**config.mk**
```make
export PLATFORM = sky130hd
export DESIGN_NAME = tile_frame_writer_flat
export DESIGN_NICKNAME = d
export VERILOG_FILES = /design/src/rtl/tile_frame_writer_if.sv /design/src/rtl/tile_frame_writer.sv /design/src/flat_wrapper.sv
export SDC_FILE = /design/constraint.sdc
export NUM_CORES = 1
export LEC_CHECK = 0
export ABC_AREA = 1
export BUFFER_PORTS_ARGS = -buffer_cell sky130_fd_sc_hd__buf_2
export CAP_MARGIN = 20
export CORE_MARGIN = 10
export CORE_UTILIZATION = 49
export DETAILED_ROUTE_END_ITERATION = 10
export GPL_ROUTABILITY_DRIVEN = 1
export PLACE_DENSITY = 0.89
export REMOVE_ABC_BUFFERS = 1
export SKIP_LAST_GASP = 1
export SLEW_MARGIN = 20
export SYNTH_ARGS = -nofsm -noshare
export SYNTH_HDL_FRONTEND = slang
export SYNTH_SLANG_ARGS = --single-unit
```
**constraint.sdc**
```tcl
create_clock -name clk -period 1.6 [get_ports clk]
set_input_delay 0 -clock clk [delete_from_list [all_inputs] [get_ports clk]]
set_output_delay 0 -clock clk [all_outputs]
set_load 0.02 [all_outputs]
```
**src/rtl/tile_frame_writer_if.sv**
```systemverilog
// Tile-color stream, VGA scan position and ping-pong write-port bundle for tile_frame_writer.
interface tile_frame_writer_if;
  localparam int unsigned SCAN_W = 10;
  localparam int unsigned ADDR_W = 10;
  localparam int unsigned DATA_W = 8;
  localparam int unsigned ADD_W  = 7;

  logic [SCAN_W-1:0] scan_h;
  logic [SCAN_W-1:0] scan_v;
  logic              in_valid;
  logic [DATA_W-1:0] in_data;
  logic              in_ready;
  logic [ADD_W-1:0]  color_adder;
  logic [ADDR_W-1:0] addr_write;
  logic [DATA_W-1:0] data_write;
  logic              done;
  logic              underrun;
  logic [DATA_W-1:0] frame_count;

  modport master (
    output scan_h, scan_v, in_valid, in_data, color_adder,
    input  in_ready, addr_write, data_write, done, underrun, frame_count
  );

  modport slave (
    input  scan_h, scan_v, in_valid, in_data, color_adder,
    output in_ready, addr_write, data_write, done, underrun, frame_count
  );
endinterface

```
**src/rtl/tile_frame_writer.sv**
```systemverilog
// Fills the write half of a tile ping-pong buffer with one color per tile, restarting on each buffer swap.
// Optional macro TILE_FRAME_WRITER_COLOR_ADD_EN adds color_adder to every written color.
module tile_frame_writer #(
  parameter int unsigned TILES = 320
) (
  input logic                clk,
  input logic                reset,
  tile_frame_writer_if.slave bus
);
  localparam int unsigned AW = 10;
  localparam int unsigned DW = 8;
  localparam logic [AW-1:0] LAST_IDX = AW'(TILES - 1);

  typedef enum logic [1:0] {
    IDLE = 2'd0,
    FILL = 2'd1,
    FULL = 2'd2
  } state_t;

  state_t        r_state,    w_state_nxt;
  logic [AW-1:0] r_cnt,      w_cnt_nxt;
  logic [AW-1:0] r_addr,     w_addr_nxt;
  logic [DW-1:0] r_data,     w_data_nxt;
  logic [DW-1:0] r_frames,   w_frames_nxt;
  logic          r_underrun, w_underrun_nxt;
  logic          w_swap;
  logic          w_ready;
  logic          w_accept;
  logic [DW-1:0] w_pix;

  // Swap happens at scan origin; it always beats a same-cycle beat.
  assign w_swap   = (bus.scan_h == '0) && (bus.scan_v == '0);
  assign w_ready  = (r_state == FILL) && !w_swap;
  assign w_accept = bus.in_valid && w_ready;

`ifdef TILE_FRAME_WRITER_COLOR_ADD_EN
  assign w_pix = bus.in_data + DW'(bus.color_adder);
`else
  assign w_pix = bus.in_data;
`endif

  // Next-state and write-port update.
  always_comb begin
    w_state_nxt    = r_state;
    w_cnt_nxt      = r_cnt;
    w_addr_nxt     = r_addr;
    w_data_nxt     = r_data;
    w_frames_nxt   = r_frames;
    w_underrun_nxt = r_underrun;

    if (w_swap) begin
      w_state_nxt  = FILL;
      w_cnt_nxt    = '0;
      w_frames_nxt = r_frames + DW'(1);
      if (r_state == FILL) begin
        w_underrun_nxt = 1'b1;
      end
    end else if (w_accept) begin
      w_addr_nxt = r_cnt;
      w_data_nxt = w_pix;
      if (r_cnt == LAST_IDX) begin
        w_state_nxt = FULL;
      end else begin
        w_cnt_nxt = r_cnt + AW'(1);
      end
    end
  end

  always_ff @(posedge clk) begin
    if (reset) begin
      r_state    <= IDLE;
      r_cnt      <= '0;
      r_addr     <= '0;
      r_data     <= '0;
      r_frames   <= '0;
      r_underrun <= 1'b0;
    end else begin
      r_state    <= w_state_nxt;
      r_cnt      <= w_cnt_nxt;
      r_addr     <= w_addr_nxt;
      r_data     <= w_data_nxt;
      r_frames   <= w_frames_nxt;
      r_underrun <= w_underrun_nxt;
    end
  end

  assign bus.in_ready    = w_ready;
  assign bus.addr_write  = r_addr;
  assign bus.data_write  = r_data;
  assign bus.done        = (r_state == FULL);
  assign bus.underrun    = r_underrun;
  assign bus.frame_count = r_frames;
endmodule

```
**src/flat_wrapper.sv**
```systemverilog
// flat-port wrapper written by rule: the top's interface ports become plain ports
module tile_frame_writer_flat 
#(
  parameter int unsigned TILES = 320
)
  (clk, reset, bus_scan_h, bus_scan_v, bus_in_valid, bus_in_data, bus_color_adder, bus_in_ready, bus_addr_write, bus_data_write, bus_done, bus_underrun, bus_frame_count);
  tile_frame_writer_if bus_i ();
  input logic clk;
  input logic reset;
  input wire logic [$bits(bus_i.scan_h)-1:0] bus_scan_h;
  input wire logic [$bits(bus_i.scan_v)-1:0] bus_scan_v;
  input wire logic [$bits(bus_i.in_valid)-1:0] bus_in_valid;
  input wire logic [$bits(bus_i.in_data)-1:0] bus_in_data;
  input wire logic [$bits(bus_i.color_adder)-1:0] bus_color_adder;
  output wire logic [$bits(bus_i.in_ready)-1:0] bus_in_ready;
  output wire logic [$bits(bus_i.addr_write)-1:0] bus_addr_write;
  output wire logic [$bits(bus_i.data_write)-1:0] bus_data_write;
  output wire logic [$bits(bus_i.done)-1:0] bus_done;
  output wire logic [$bits(bus_i.underrun)-1:0] bus_underrun;
  output wire logic [$bits(bus_i.frame_count)-1:0] bus_frame_count;
  assign bus_i.scan_h = bus_scan_h;
  assign bus_i.scan_v = bus_scan_v;
  assign bus_i.in_valid = bus_in_valid;
  assign bus_i.in_data = bus_in_data;
  assign bus_i.color_adder = bus_color_adder;
  assign bus_in_ready = bus_i.in_ready;
  assign bus_addr_write = bus_i.addr_write;
  assign bus_data_write = bus_i.data_write;
  assign bus_done = bus_i.done;
  assign bus_underrun = bus_i.underrun;
  assign bus_frame_count = bus_i.frame_count;
  tile_frame_writer #(.TILES(TILES)) u_core (.clk(clk), .reset(reset), .bus(bus_i));
endmodule
```
After elaboration in Yosys (flattened, before gate mapping)
Cells that the tools add are included.

Flip-flop bits (word level): 39. Input port bits: 38. Logic and storage cells: 31.

$add $sub $neg: 2. Equality and inequality tests: 3. Mux-type cells: 3. Bitwise gates (word level): 2. Reductions and logical operators: 14.

Operators by type and width (count): zero test 10 bit (2); adder 10 x 1 -> 10 bit (second input constant) (1); == test 10 x 9 -> 1 bit (second input constant) (1); AND reduction 2 bit (5); adder 8 x 1 -> 8 bit (second input constant) (1); nonzero test 2 bit (2); logical AND 1 bit (3); 2-to-1 mux 1 bit (3); == test 2 x 1 -> 1 bit (second input constant) (1); == test 2 bit (second input constant) (1); NOT 1 bit (2); OR reduction 2 bit (1); zero test 1 bit (1).

Depth between registers and ports, before layout
Word-level depth: 7. Gate-level depth with buffers: 10.

Worst setup path before layout
OpenSTA, ideal clock, no wires.

Kind: register to register. From: register u_core.r_cnt[0]. To: register u_core.r_state[0]. Arrival time: 1.194 ns. Path slack: 0.274 ns. Stages on the path, launching flop included: 9. Clock period less this slack: 1.326 ns. Path through: dfxtp_1 > ha_1 > nand2_1 > inv_1 > nand3_1 > nor2_2 > nand4_1 > nand2_1 > a21oi_1.

Word-level cells in the longest chain between the ends: 3.

RTL lines: from (decl) (RTL line tile_frame_writer.sv:21) `logic [AW-1:0] r_cnt, w_cnt_nxt;`; from (signal assigned) (RTL line tile_frame_writer.sv:79) `r_cnt <= w_cnt_nxt;`; == test 10 x 9 -> 1 bit (RTL line tile_frame_writer.sv:61) `if (r_cnt == LAST_IDX) begin`; nonzero test 2 bit (no source line); AND reduction 2 bit (no source line); to (signal assigned) (RTL line tile_frame_writer.sv:78) `r_state <= w_state_nxt;`; to (decl) (RTL line tile_frame_writer.sv:20) `state_t r_state, w_state_nxt;`.

Every way passes these cells. A chain may end at the register's enable or synchronous reset.

Worst setup path after layout
From: register u_core.r_state[0]. To: output bus_in_ready.

Word-level cells in the longest chain between the ends: 2.

RTL lines: == test 2 x 1 -> 1 bit (RTL line tile_frame_writer.sv:33) `assign w_ready = (r_state == FILL) && !w_swap;`; logical AND 1 bit (RTL line tile_frame_writer.sv:33); to (decl) (RTL line flat_wrapper.sv:15) `output wire logic [$bits(bus_i.in_ready)-1:0] bus_in_ready;`.

Every way passes these cells.

==> flow_summary.yaml <==
place:
  dp_hpwl_um: 3380
  numPortBuffers: 59
  gp_congestion: 0.9270
  pre_cts_slack_ns: 0.1446
drt:
  dr_total_vias: 1889
  routed_wl_um: 4843
  firstDrtPassIters: 4
  drc: 0
  first_iter_violations: 159
  route.antenna.remaining_nets: 0
  drt-vias-per-instance: 5.133
  wl_per_cell_um: 13.16
cts:
  clk-insertion-delay-late_ns: 0.29
  cts_tree: "yes"
  clk_pin_slew_ns: 0.07
  cts.path.max_buffers: 2
  root_buffer: "clkbuf_8"
  htreeDepth: 2
  numCtsBuffers: 5
  cts_sinks: 39
setup_path:
  path_cells: "inv_1, nor2_2, nand2_1, clkinv_2, buf_2"
  end_kind: "output pin"
  reg2reg_slack_ns: 0.17
  r2r_cells: 8
  r2r_end: "u_core.r_state[0]$_SDFFE_PP0P_"
  cp-start-kind: "flip-flop"
  crit_required_ns: 1.60
  critPathMaxStageDelay_ns: 0.35
  critPathArrivalTime_ns: 1.50
  crit_fanout: 19
  cp_top_family: "buffers and inverters"
  path_buf_inv: 3
  crit_type: "flip-flop to output pin"
  r2r-start: "u_core.r_cnt[1]$_SDFFE_PP0P_"
  cp_slowest_cell: "dfxtp_1"
timing:
  report.final.hold_viol_count: 0
  period_minus_slack_ns: 1.497
  rsz0062_at_grt: "false"
  slew_headroom: 0.7298
  skew_ns: 0.006083
  tightest_slew_ns: 0.4043
  finalCritPeriodShare: 0.9357
  maxSlewViolCount: 0
  tns_ns: 0
  setup_slack_ns: 0.1029
  setup_viol: 0
  hold_ws_ns: 0.03095
  fmax_ghz: 0.6680
synthesis:
  ys_warn_count: 0
  syn_area_sq_um: 1834
  ys_ff_latch: 39
  avgSynthCellArea_sq_um: 7.367
  synth_edf_count: 0
  yosys.area.top_type: "dfxtp_1"
  synth_area_leaders: "dfxtp_1 (43%), nand2_1 (13%), a21oi_1 (9.8%)"
  yosysUniqueCellTypes: 27
  syn_inst: 249
  ys_seq_area_frac: 0.4256
  ys.flop_type: "dfxtp_1"
  synth_top_area_share: 0.4256
  synthArstFlopShare: 0
floorplan:
  core_area_sq_um: 3633
  rows: 22
  die_w_um: 81.19
  die_y_um: 81.19
  die_area_sq_um: 6591
  start_util: 0.5048
  io_pins: 67
final_layout:
  syn_to_final_growth_pct: 27.69
  n_antenna_cell: 0
  layout-drive-gt1-share: 0.2844
  finalNetCount: 359
  nFillCells: 306
pwr:
  p_leak_nw: 0.9981
  irDropWorstVdd_mv: 0.3798
  p_per_area_nw_per_um2: 720.4
global_route:
  grt_pass1_vias: 1743
  antenna_found_initial: 0
  grt.overflow.total: 0
  grt_max_degree: 26
  grt_pass1_wl_um: 7824
  grt_use_total: 0.1514
worst_hold_path:
  hp-class: "input port to flip-flop"
  holdCritStartpoint: "reset"
  hold_path_depth: 4
  min_to: "u_core.bus.frame_count[5]$_SDFFE_PP0P_"
run_status:
  status: "finished, final reports clean"
job:
  max_cap_violations: 0
[kinds of logic after synthesis]
family | count (synthesis) | synth area share
AO/OA/AOI/OAI | 39 | 0.1098
XOR/XNOR | 9 | 0.04298
adder cells (fa/ha/maj) | 2 | 0.01364
buffers and inverters | 27 | 0.07435
flip-flops | 39 | 0.4256
AND/OR/NAND/NOR | 133 | 0.3336
[state kept, by name, summed over array words and instances (netlist names)]
register	flops
u_core.bus.addr_write	10
u_core.r_state	2
u_core.bus.underrun	1
u_core.bus.data_write	8
u_core.r_cnt	10
u_core.bus.frame_count	8
[power by group]
| group | internal (mW) | leakage [nW] | switching (mW) |
|---|---|---|---|
| Clock | 0.306 | 0.0422 | 0.320 |
| Combinational | 0.0471 | 0.641 | 0.0447 |
| Sequential | 0.970 | 0.314 | 0.000000185 |
[area by class of cell]
type	instances	area, sq um	share of cell area
clock buffers	7	76.32	0.03259
repair buffers	73	420.4	0.1795
inverters	17	65.06	0.02778
multi-input cells	183	933.4	0.3985
clock inverters	1	5.005	0.002137
well taps	48	60.06	0.02564
flip-flops and latches	39	782.0	0.3339
[worst min-delay path, cell delays in order]
cell	delay [ns]
buf_2	0.09
inv_1	0.08
nand2_1	0.08
nor2_1	0.03
[cell usage after synthesis, types with 3 or more instances]
library cell  number
a21oi_1           36
buf_6              4
clkbuf_1           3
dfxtp_1           39
inv_1             15
nand2_1           62
nand3_1           23
nand3_2            3
nor2_1            26
nor2_2             7
nor3_1             4
xor2_1             7
[metrics by stage]
| stage | total power [mW] | utilization | cells | area [sq um] |
|---|---|---|---|---|
| final | 1.687 | 0.6446 | 368 | 2342 |
| after global routing | 1.748 | 0.6446 | 368 | 2342 |
| after CTS | 1.692 | 0.6395 | 368 | 2323 |
| after detailed placement | 1.067 | 0.5950 | 352 | 2162 |
| after global placement | 1.064 | 0.5950 | 352 | 2162 |
| after floorplan | 1.007 | - | 239 | 1762 |
[per-layer routing]
metal  global-route usage  up-vias  routed length, um  share of wire
met5                    0        -                  0              0
met3              0.04857       11                341          0.070
met1               0.1531      872               1825           0.38
met4              0.08824        0                121          0.025
met2               0.2683       59               2556           0.53
li1                     -      947                  -              -
[how the worst max path moves through the flow]
stage,end,cells past startpoint,from
after floorplan,u_core.r_cnt[9]$_SDFFE_PP0P_,6,u_core.r_state[0]$_SDFFE_PP0P_
after global placement,u_core.r_cnt[6]$_SDFFE_PP0P_,8,u_core.r_cnt[1]$_SDFFE_PP0P_
after detailed placement,u_core.r_cnt[6]$_SDFFE_PP0P_,8,u_core.r_cnt[1]$_SDFFE_PP0P_
after CTS,bus_in_ready,5,u_core.r_state[0]$_SDFFE_PP0P_
after global routing,bus_in_ready,5,u_core.r_state[0]$_SDFFE_PP0P_
final,bus_in_ready,5,u_core.r_state[0]$_SDFFE_PP0P_
[layout by cell type (no fill, tap or decap), types with 3 or more instances in the layout]
master,count
nor2_2,6
xor2_1,7
nand3_1,23
nand2_1,62
a21oi_1,36
nor2_4,3
buf_4,6
inv_1,15
dfxtp_1,38
nor3_1,4
nor2_1,26
buf_2,59
clkbuf_8,5
dlygate4sd3_1,8
nand3_2,3
[timing repair]
action                     in CTS  in global routing
setup endpoints to repair       0                  3
resized for setup               0                  5
hold buffers                    8                  0
buffers inserted                0                  0
hold endpoints to repair        8                  0
No activity file was read; power rests on OpenSTA's default activity.
